## config.mk

```make
export PLATFORM = sky130hd
export DESIGN_NAME = i2c_slave_read_resp
export DESIGN_NICKNAME = d
export VERILOG_FILES = /design/src/rtl/i2c_slave_read_resp.sv
export SDC_FILE = /design/constraint.sdc
export NUM_CORES = 1
export LEC_CHECK = 0
export ABC_AREA = 1
export CORE_MARGIN = 2
export CORE_UTILIZATION = 55
export DETAILED_ROUTE_END_ITERATION = 6
export PLACE_DENSITY_LB_ADDON = 0.2
export SKIP_LAST_GASP = 1
export SLEW_MARGIN = 20
export SYNTH_ARGS = -nofsm -noshare
export SYNTH_HDL_FRONTEND = slang
export SYNTH_SLANG_ARGS = --single-unit
export TNS_END_PERCENT = 5
```

## constraint.sdc

```tcl
create_clock -name PT_CK -period 3.2 [get_ports PT_CK]
set_clock_uncertainty 0.1 [all_clocks]
set_input_delay 0.64 -clock PT_CK [delete_from_list [all_inputs] [get_ports PT_CK]]
set_output_delay 0.64 -clock PT_CK [all_outputs]
set_load 0.01 [all_outputs]
```

## src/rtl/i2c_slave_read_resp.sv

```systemverilog
// I2C slave that answers master reads with a 16-bit payload, wrapping byte 0/1 until NACK.
// Define I2C_SLV_GLITCH_FILTER_EN to add a 3-sample majority filter on synchronized SCL/SDA.
module i2c_slave_read_resp #(
    parameter int unsigned SDA_HOLD = 2
) (
    input  logic        PT_CK,
    input  logic        RESET_N,
    input  logic [7:0]  SLAVE_ADDRESS,
    input  logic        SCLI,
    input  logic        SDAI,
    input  logic [15:0] DATA16,
    output logic        SDAO,
    output logic        BUSY,
    output logic        RD_DONE,
    output logic [2:0]  ST
);
    typedef enum logic [2:0] {
        IDLE     = 3'd0,
        ADDR     = 3'd1,
        ADDR_ACK = 3'd2,
        TX       = 3'd3,
        MACK     = 3'd4,
        DONE     = 3'd5
    } state_t;

    localparam logic [3:0] HOLD_M1 = 4'(SDA_HOLD - 1);

    logic [1:0]  scl_sync_q, scl_sync_d, sda_sync_q, sda_sync_d;
    logic        scl_v, sda_v;
    logic        scl_p_q, sda_p_q;
    logic        scl_rise, scl_fall, start_det, stop_det;
    logic [3:0]  hold_q, hold_d;
    logic        tick;
    state_t      state_q, state_d;
    logic [3:0]  bit_cnt_q, bit_cnt_d;
    logic [6:0]  addr_sr_q, addr_sr_d;
    logic [15:0] data_sr_q, data_sr_d;
    logic        sdao_q, sdao_d;
    logic        busy_q, busy_d;
    logic        matched_q, matched_d;
    logic        acked_q, acked_d;
    logic        byte_q, byte_d;
    logic        unused_addr_lsb;

    assign unused_addr_lsb = SLAVE_ADDRESS[0];

    always_comb begin
        scl_sync_d = {scl_sync_q[0], SCLI};
        sda_sync_d = {sda_sync_q[0], SDAI};
    end

    always_ff @(posedge PT_CK or negedge RESET_N) begin
        if (!RESET_N) begin
            scl_sync_q <= '1;
            sda_sync_q <= '1;
        end else begin
            scl_sync_q <= scl_sync_d;
            sda_sync_q <= sda_sync_d;
        end
    end

`ifdef I2C_SLV_GLITCH_FILTER_EN
    logic [2:0] scl_hist_q, scl_hist_d, sda_hist_q, sda_hist_d;

    always_comb begin
        scl_hist_d = {scl_hist_q[1:0], scl_sync_q[1]};
        sda_hist_d = {sda_hist_q[1:0], sda_sync_q[1]};
    end

    always_ff @(posedge PT_CK or negedge RESET_N) begin
        if (!RESET_N) begin
            scl_hist_q <= '1;
            sda_hist_q <= '1;
        end else begin
            scl_hist_q <= scl_hist_d;
            sda_hist_q <= sda_hist_d;
        end
    end

    // Two of three samples must agree, so a lone one-cycle pulse never wins.
    assign scl_v = (scl_hist_q[0] & scl_hist_q[1]) | (scl_hist_q[0] & scl_hist_q[2]) |
                   (scl_hist_q[1] & scl_hist_q[2]);
    assign sda_v = (sda_hist_q[0] & sda_hist_q[1]) | (sda_hist_q[0] & sda_hist_q[2]) |
                   (sda_hist_q[1] & sda_hist_q[2]);
`else
    assign scl_v = scl_sync_q[1];
    assign sda_v = sda_sync_q[1];
`endif

    assign scl_rise  = scl_v & ~scl_p_q;
    assign scl_fall  = ~scl_v & scl_p_q;
    assign start_det = scl_v & scl_p_q & sda_p_q & ~sda_v;
    assign stop_det  = scl_v & scl_p_q & ~sda_p_q & sda_v;

    // tick marks the cycle whose edge updates SDAO, SDA_HOLD cycles after the SCL fall.
    always_comb begin
        hold_d = hold_q;
        tick   = 1'b0;
        if (scl_fall) begin
            hold_d = HOLD_M1;
            tick   = (SDA_HOLD == 1);
        end else if (scl_rise) begin
            hold_d = '0;
        end else if (hold_q != '0) begin
            hold_d = hold_q - 4'd1;
            tick   = (hold_q == 4'd1) && !scl_v;
        end
    end

    always_comb begin
        state_d   = state_q;
        bit_cnt_d = bit_cnt_q;
        addr_sr_d = addr_sr_q;
        data_sr_d = data_sr_q;
        sdao_d    = sdao_q;
        busy_d    = busy_q;
        matched_d = matched_q;
        acked_d   = acked_q;
        byte_d    = byte_q;
        if (start_det) begin
            state_d   = ADDR;
            bit_cnt_d = '0;
            sdao_d    = 1'b1;
            busy_d    = 1'b0;
            matched_d = 1'b0;
            acked_d   = 1'b0;
        end else if (stop_det && state_q != DONE) begin
            state_d   = IDLE;
            sdao_d    = 1'b1;
            busy_d    = 1'b0;
            matched_d = 1'b0;
            acked_d   = 1'b0;
        end else begin
            case (state_q)
                IDLE: ;
                ADDR: begin
                    if (scl_rise && !matched_q) begin
                        addr_sr_d = {addr_sr_q[5:0], sda_v};
                        bit_cnt_d = bit_cnt_q + 4'd1;
                        if (bit_cnt_q == 4'd7) begin
                            if (addr_sr_q == SLAVE_ADDRESS[7:1] && sda_v) matched_d = 1'b1;
                            else state_d = IDLE;
                        end
                    end else if (tick && matched_q) begin
                        sdao_d    = 1'b0;
                        data_sr_d = DATA16;
                        busy_d    = 1'b1;
                        byte_d    = 1'b0;
                        matched_d = 1'b0;
                        state_d   = ADDR_ACK;
                    end
                end
                ADDR_ACK: begin
                    if (tick) begin
                        sdao_d    = data_sr_q[15];
                        data_sr_d = {data_sr_q[14:0], 1'b0};
                        bit_cnt_d = 4'd1;
                        state_d   = TX;
                    end
                end
                TX: begin
                    if (tick) begin
                        if (bit_cnt_q == 4'd8) begin
                            sdao_d  = 1'b1;
                            acked_d = 1'b0;
                            state_d = MACK;
                        end else begin
                            sdao_d    = data_sr_q[15];
                            data_sr_d = {data_sr_q[14:0], 1'b0};
                            bit_cnt_d = bit_cnt_q + 4'd1;
                        end
                    end
                end
                MACK: begin
                    if (scl_rise && !acked_q) begin
                        if (sda_v) state_d = DONE;
                        else acked_d = 1'b1;
                    end else if (tick && acked_q) begin
                        acked_d   = 1'b0;
                        bit_cnt_d = 4'd1;
                        state_d   = TX;
                        // byte_q is the byte just acknowledged; after byte 1 the payload is re-sampled.
                        if (byte_q) begin
                            sdao_d    = DATA16[15];
                            data_sr_d = {DATA16[14:0], 1'b0};
                            byte_d    = 1'b0;
                        end else begin
                            sdao_d    = data_sr_q[15];
                            data_sr_d = {data_sr_q[14:0], 1'b0};
                            byte_d    = 1'b1;
                        end
                    end
                end
                DONE: begin
                    sdao_d  = 1'b1;
                    busy_d  = 1'b0;
                    state_d = IDLE;
                end
                default: begin
                    sdao_d  = 1'b1;
                    busy_d  = 1'b0;
                    state_d = IDLE;
                end
            endcase
        end
    end

    always_ff @(posedge PT_CK or negedge RESET_N) begin
        if (!RESET_N) begin
            scl_p_q   <= 1'b1;
            sda_p_q   <= 1'b1;
            hold_q    <= '0;
            state_q   <= IDLE;
            bit_cnt_q <= '0;
            addr_sr_q <= '0;
            data_sr_q <= '0;
            sdao_q    <= 1'b1;
            busy_q    <= 1'b0;
            matched_q <= 1'b0;
            acked_q   <= 1'b0;
            byte_q    <= 1'b0;
        end else begin
            scl_p_q   <= scl_v;
            sda_p_q   <= sda_v;
            hold_q    <= hold_d;
            state_q   <= state_d;
            bit_cnt_q <= bit_cnt_d;
            addr_sr_q <= addr_sr_d;
            data_sr_q <= data_sr_d;
            sdao_q    <= sdao_d;
            busy_q    <= busy_d;
            matched_q <= matched_d;
            acked_q   <= acked_d;
            byte_q    <= byte_d;
        end
    end

    assign SDAO    = sdao_q;
    assign BUSY    = busy_q;
    assign RD_DONE = (state_q == DONE);
    assign ST      = 3'(state_q);

endmodule

```

==> results.ini, run 1 <==
[outcome]
status = finished, final reports clean

[global_route]
busiest_layer = met1
grt_pass1_wl_mm = 10.1
grt.overflow.total = 0
grt.met3_usage_pct = 3.84
grt_max_degree = 45
grt_util_met1_pct = 34.7
track_usage_pct = 22.7
met2_usage_pct = 33.8
antenna_found_initial = 0
grt_pass1_vias = 2269

[detailed_routing]
via_per_inst = 5.22
vias = 2649
drc = 0
drtPass1Iterations = 4
wl_mm = 6.16
drt-initial-drc-count = 187
wl_per_cell_um = 12.1
ant_nets = 0

[pwr]
powerDensity_nw_per_um2 = 545
finalPower_mw = 1.81
ir_drop_mv = 0.376
power_switching_uw = 666
p_int_mw = 1.14
p_leak_nw = 1.61
sw_frac_of_total_pct = 36.9
pwr-share-comb_pct = 33.9
clockPowerShare_pct = 19.1
p_seq_share_pct = 47.0

[final_layout]
final_area_um2 = 3310
drive_above_1_share_pct = 8.01
fin_util_pct = 66.2
layout_commonest_cell = nand2_1
area_growth_pct = 18.0
antenna_cells = 0
final_cell_mix = nand2_1 (146), nand3_1 (40), dfrtp_1 (38)
instances_no_fill = 507
final_nets = 471

[critical_path]
critPathKind = flip-flop to flip-flop
cp-startpoint = scl_sync_q[1]
endpoint_kind = flip-flop
critPathArrivalTime_ns = 2.56
required_ns = 3.34
r2r_start = scl_sync_q[1]
worstSetupStartpointType = flip-flop
crit_fanout = 14
ff2ff_path_depth = 10
ff2ff_setup_slack_ns = 0.78
rr_endpoint = data_sr_q[10]

[yosys]
ys_warn_count = 0
synth_nets = 434
synth-seq-cells = 45
ys_seq_area_share_pct = 40.4
syn_area_um2 = 2810
syn_area_per_cell_um2 = 7.04
ys_types = 32
synthCells = 399

[clock_tree]
cts_tree = built
clkSlewWorstSetupHoldPaths_ns = 0.09
htree_levels = 2
clock_latency_ns = 0.30
cts_setup_buffers = 0
cts.path.max_buffers = 2
clockRootBuffer = clkbuf_8
hold_buffers = 0
cts_buffers = 5
ctsResizeCount = 0
clkSinkCount = 45

[floorplan]
die_h_um = 75.5
dieArea_um2 = 5690
rows = 26
core_area_um2 = 5010
initial_core_util_pct = 56.1
io_pins = 34
die_w_um = 75.5

[sta]
setup_ws_ns = 0.779
setup_viol = 0
maxSlewViolCount = 0
holdWs_ns = 0.240
finalCriticalPeriod_ns = 2.42
worst_pin_slew_ns = 0.609
setup_tns_ns = 0
hold_viol_final = 0
period_share_pct = 75.7
slew_headroom_pct = 59.2
rsz0062_at_grt = no
max_freq_ghz = 0.413

[placed_design]
pre_cts_ws_ns = 0.816
gp_congestion = 0.929
placed_area_um2 = 3200
placed_cells = 498
dp_hpwl_mm = 4.44
port_buffers = 32

[flow_run]
drv_cap = 0

[min_path]
min_path_type = input port to async pin

-- worst max-delay path by stage --
stage	depth (start not counted)	end
6_report	10	data_sr_q[10]
5_1_grt	10	data_sr_q[13]
4_1_cts	3	RD_DONE
3_5_place_dp	10	data_sr_q[10]
3_3_place_gp	10	data_sr_q[11]
2_1_floorplan	11	data_sr_q[10]
-- synthesized netlist by cell type --
cell type | n | area share [%]
nand2_1 | 146 | 20
nand3_1 | 40 | 7.1
dfrtp_1 | 38 | 34
nor2_1 | 37 | 4.9
inv_1 | 36 | 4.8
o21ai_0 | 22 | 3.9
nand4_1 | 21 | 4.7
a21oi_1 | 7 | 1.2
dfstp_2 | 7 | 6.5
ha_1 | 7 | 3.1
inv_2 | 4 | 0.53
buf_2 | 3 | 0.53
clkbuf_1 | 3 | 0.40
nand2_2 | 3 | 0.67
nor3_1 | 3 | 0.53
a21oi_4 | 2 | 1.2
a31oi_1 | 2 | 0.45
nor3b_1 | 2 | 0.53
o21bai_1 | 2 | 0.53
xor2_1 | 2 | 0.62
and3_1 | 1 | 0.22
buf_4 | 1 | 0.27
buf_6 | 1 | 0.40
clkinv_1 | 1 | 0.13
nand3_2 | 1 | 0.36
nand3_4 | 1 | 0.62
nor2_2 | 1 | 0.22
nor2_8 | 1 | 0.71
nor3_4 | 1 | 0.58
o22ai_1 | 1 | 0.22
or2_1 | 1 | 0.22
xnor2_1 | 1 | 0.31
-- worst max-delay path, cell delays in order, from the launching register on --
cell and delay (ns):
dfstp_2 0.58, inv_1 0.06, ha_1 0.20, nor2_1 0.12
nand2_1 0.08, nor2_1 0.22, nand2_1 0.23, a21oi_4 0.28
buf_4 0.26, nand4_1 0.13, nand2_1 0.10
-- cells by family after synthesis --
group           after synthesis  share of synthesized area [%]
fa+ha+maj                     7                           3.12
simple gates                259                           40.9
flops                        45                           40.4
compound gates               36                           7.53
buf+inv                      49                           7.08
xor+xnor                      3                          0.936
-- state kept, by name, summed over array words and instances, names as in the netlist --
name and cells:
addr_sr_q 7, bit_cnt_q 4, acked_q 1, scl_sync_q 2
data_sr_q 16, sda_p_q 1, sda_sync_q 2, byte_q 1
hold_q 4, BUSY 1, matched_q 1, ST 3
scl_p_q 1, SDAO 1
-- power by group through the flow --
stage,logic (mW),registers [mW],clock network (mW)
after global routing,0.710,0.868,0.376
after floorplan,0.445,0.837,0
after CTS,0.610,0.848,0.359
final,0.612,0.849,0.345
after global placement,0.585,0.852,0
after detailed placement,0.608,0.858,0
-- metal layers --
| layer | routed length (um) | share of wire [%] |
|---|---|---|
| met1 | 2970 | 48 |
| met2 | 2790 | 45 |
| met3 | 350 | 5.7 |
| met4 | 53 | 0.86 |
| met5 | 0 | 0 |
-- layout make-up --
| type | count | area [um^2] |
|---|---|---|
| timing repair buffer | 38 | 380 |
| multi-input combinational | 305 | 1480 |
| sequential | 45 | 1130 |
| clock inverter | 2 | 10.0 |
| clock buffer | 6 | 72.6 |
| tap | 70 | 87.6 |
| inverter | 41 | 154 |
| fill | 467 | 1700 |
No activity file was read; power rests on OpenSTA's default activity.
==> run 2, diff against run 1 <==
Clock period 3.2 ns to 2.35 ns, I/O delays scaled along.
==> run 2 against run 1 <==
Cell area grew 2.8%. Die area is the same. Sequential power grew 35%. Cell count grew 2.0%. Sequential share of layout area shrank 0.92 points. Critical path type is now flip-flop to output pin. Power grew 39%. Global-route usage grew 1.7 points. Via count grew 2.5%. Register-to-register slack lost 0.63 ns. Clock-buffer cell count grew 2.
==> results.ini, run 2 (synthesis results as in run 1) <==
[critical_path]
r2r_start = scl_sync_q[1]
crit_end = RD_DONE
path_cells = nand3_1 > inv_1 > clkdlybuf4s50_1
cp-startpoint = ST[2]
path_buf_inv = 2  ; unchanged
critPathMaxStageDelay_ns = 0.53  ; -0.05 ns
required_ns = 1.78  ; -1.56 ns
endpoint_kind = output pin
ff2ff_path_depth = 10  ; unchanged
cp.depth = 3  ; -7
critPathKind = flip-flop to output pin
critPathArrivalTime_ns = 1.65  ; -0.91 ns
crit_fanout = 8  ; -6
crit_family = buffers and inverters
rr_endpoint = data_sr_q[15]
ff2ff_setup_slack_ns = 0.15  ; -0.63 ns
critPathSlowestCell = dfrtp_1
worstSetupStartpointType = flip-flop

[outcome]
status = finished, final reports clean

[detailed_routing]
drtPass1Iterations = 5  ; +1
drt-initial-drc-count = 124  ; -34%
wl_mm = 6.46  ; +4.9%
wl_per_cell_um = 12.5  ; +2.8%
drc = 0  ; unchanged
via_per_inst = 5.25  ; +0.55%
ant_nets = 0  ; unchanged
vias = 2716  ; +2.5%

[final_layout]
antenna_cells = 0  ; unchanged
fill_cells = 472  ; +1.1%
final_nets = 481  ; +2.1%
top_regs = data_sr_q: 16 flops, addr_sr_q: 7 flops
drive_above_1_share_pct = 11.2  ; +3.2 points
largest_register = data_sr_q
area_growth_pct = 21.2
largest_reg_flops = 16  ; unchanged
final_cell_mix = nand2_1 (144), nand3_1 (39), dfrtp_1 (38)
layout_commonest_cell = nand2_1

[clock_tree]
htree_levels = 2  ; unchanged
clockRootBuffer = clkbuf_8
hold_buffers = 0  ; unchanged
clkSinkCount = 45  ; unchanged
cts.path.max_buffers = 2  ; unchanged
cts_setup_buffers = 0  ; unchanged
cts_tree = built
clock_latency_ns = 0.30  ; about the same
clkSlewWorstSetupHoldPaths_ns = 0.08  ; about the same
cts_buffers = 5  ; unchanged

[global_route]
grt_pass1_vias = 2459  ; +8.4%
grt_pass1_wl_mm = 10.8  ; +6.6%
track_usage_pct = 24.4  ; +1.7 points
grt_max_degree = 46  ; +2.2%
grt.overflow.total = 0  ; unchanged
antenna_found_initial = 0  ; unchanged

[pwr]
powerDensity_nw_per_um2 = 736  ; +35%
ir_drop_mv = 0.382  ; +1.8%
p_leak_nw = 1.64  ; +2.2%

[sta]
setup_viol = 0  ; unchanged
setup_tns_ns = 0  ; unchanged
worst_pin_slew_ns = 0.578  ; -0.0314 ns
finalCriticalPeriod_ns = 2.22
max_freq_ghz = 0.450
period_share_pct = 94.6
holdWs_ns = 0.142  ; -0.0977 ns
rsz0062_at_grt = yes
hold_viol_final = 0  ; unchanged
maxSlewViolCount = 0  ; unchanged
slew_headroom_pct = 61.5  ; +2.2 points

[floorplan]
die_h_um = 75.5  ; unchanged
rows = 26  ; unchanged
die_w_um = 75.5  ; unchanged
dieArea_um2 = 5690  ; unchanged
core_area_um2 = 5010  ; unchanged
io_pins = 34  ; unchanged
initial_core_util_pct = 56.1  ; unchanged

[placed_design]
gp_congestion = 0.909  ; -2.2%
port_buffers = 32  ; unchanged
dp_hpwl_mm = 4.66  ; +4.9%

[min_path]
min_path_type = input port to async pin

[flow_run]
drv_cap = 0  ; unchanged

## run 2: cell count changes in the layout (fill, tap and decap cells not counted), sizes merged
cell and delta:
clkbuf +2, nand3 +1, buf +9, clkinv -2
## run 2: routing by layer
metal | track usage (%) | vias to the layer above | part of all wire [%]
met1 | 34.1 | 1262 | 49
met5 | 0 | - | 0
met3 | 4.50 | 8 | 4.3
li1 | - | 1389 | -
met4 | 5.46 | 0 | 1.2
met2 | 39.7 | 57 | 46
## run 2: how the worst min path moves through the flow
stage | slack [ns] | end | startpoint
final | 0.14 | data_sr_q[3] | RESET_N
after global routing | 0.20 | data_sr_q[3] | RESET_N
after CTS | 0.17 | data_sr_q[3] | RESET_N
after detailed placement | 0.25 | sda_sync_q[1] | sda_sync_q[0]
after global placement | 0.25 | scl_sync_q[1] | scl_sync_q[0]
after floorplan | 0.07 | BUSY | RESET_N
## run 2: per-stage QoR
stage	power, mW	setup WS (ns)	instance area, um^2	std cells	utilization [%]
floorplan	1.75	0.247	2810	399	-
global placement	1.97	0.0793	3280	508	65.5
detailed placement	2.01	0.0437	3280	508	65.5
CTS	2.48	0.0879	3360	516	67.1
global route	2.72	-0.0167	3410	517	68.0
finish	2.51	0.126	3410	517	68.0
## run 2: area by class of cell
class	count	area [um^2]	area share, %
Tap cell	70	87.6	2.57
Clock buffer	8	80.1	2.35
Timing Repair Buffer	47	432	12.7
Sequential cell	45	1130	33.3
Multi-Input combinational cell	306	1520	44.6
Inverter	41	154	4.52
## run 2: worst reg2reg max path: stages, from the launching register on
cell	delay (ns)
dfstp_2	0.58
inv_1	0.07
ha_1	0.21
nor2_2	0.11
nand2_2	0.09
nor2_4	0.16
nand2_2	0.11
a21oi_4	0.30
nand3_4	0.20
nand2_1	0.12
nand2_1	0.05
## run 2: power by group
part	switching, mW	total, mW	internal [mW]
clock	0.258	0.470	0.212
sequential	0.142	1.15	1.01
combinational	0.524	0.883	0.358
total	0.925	2.51	1.58
## run 2: timing repair
item                       CTS  global route
pin swaps                    0             4
resized for setup            1             9
setup endpoints to repair    1            26
cloned                       0             1
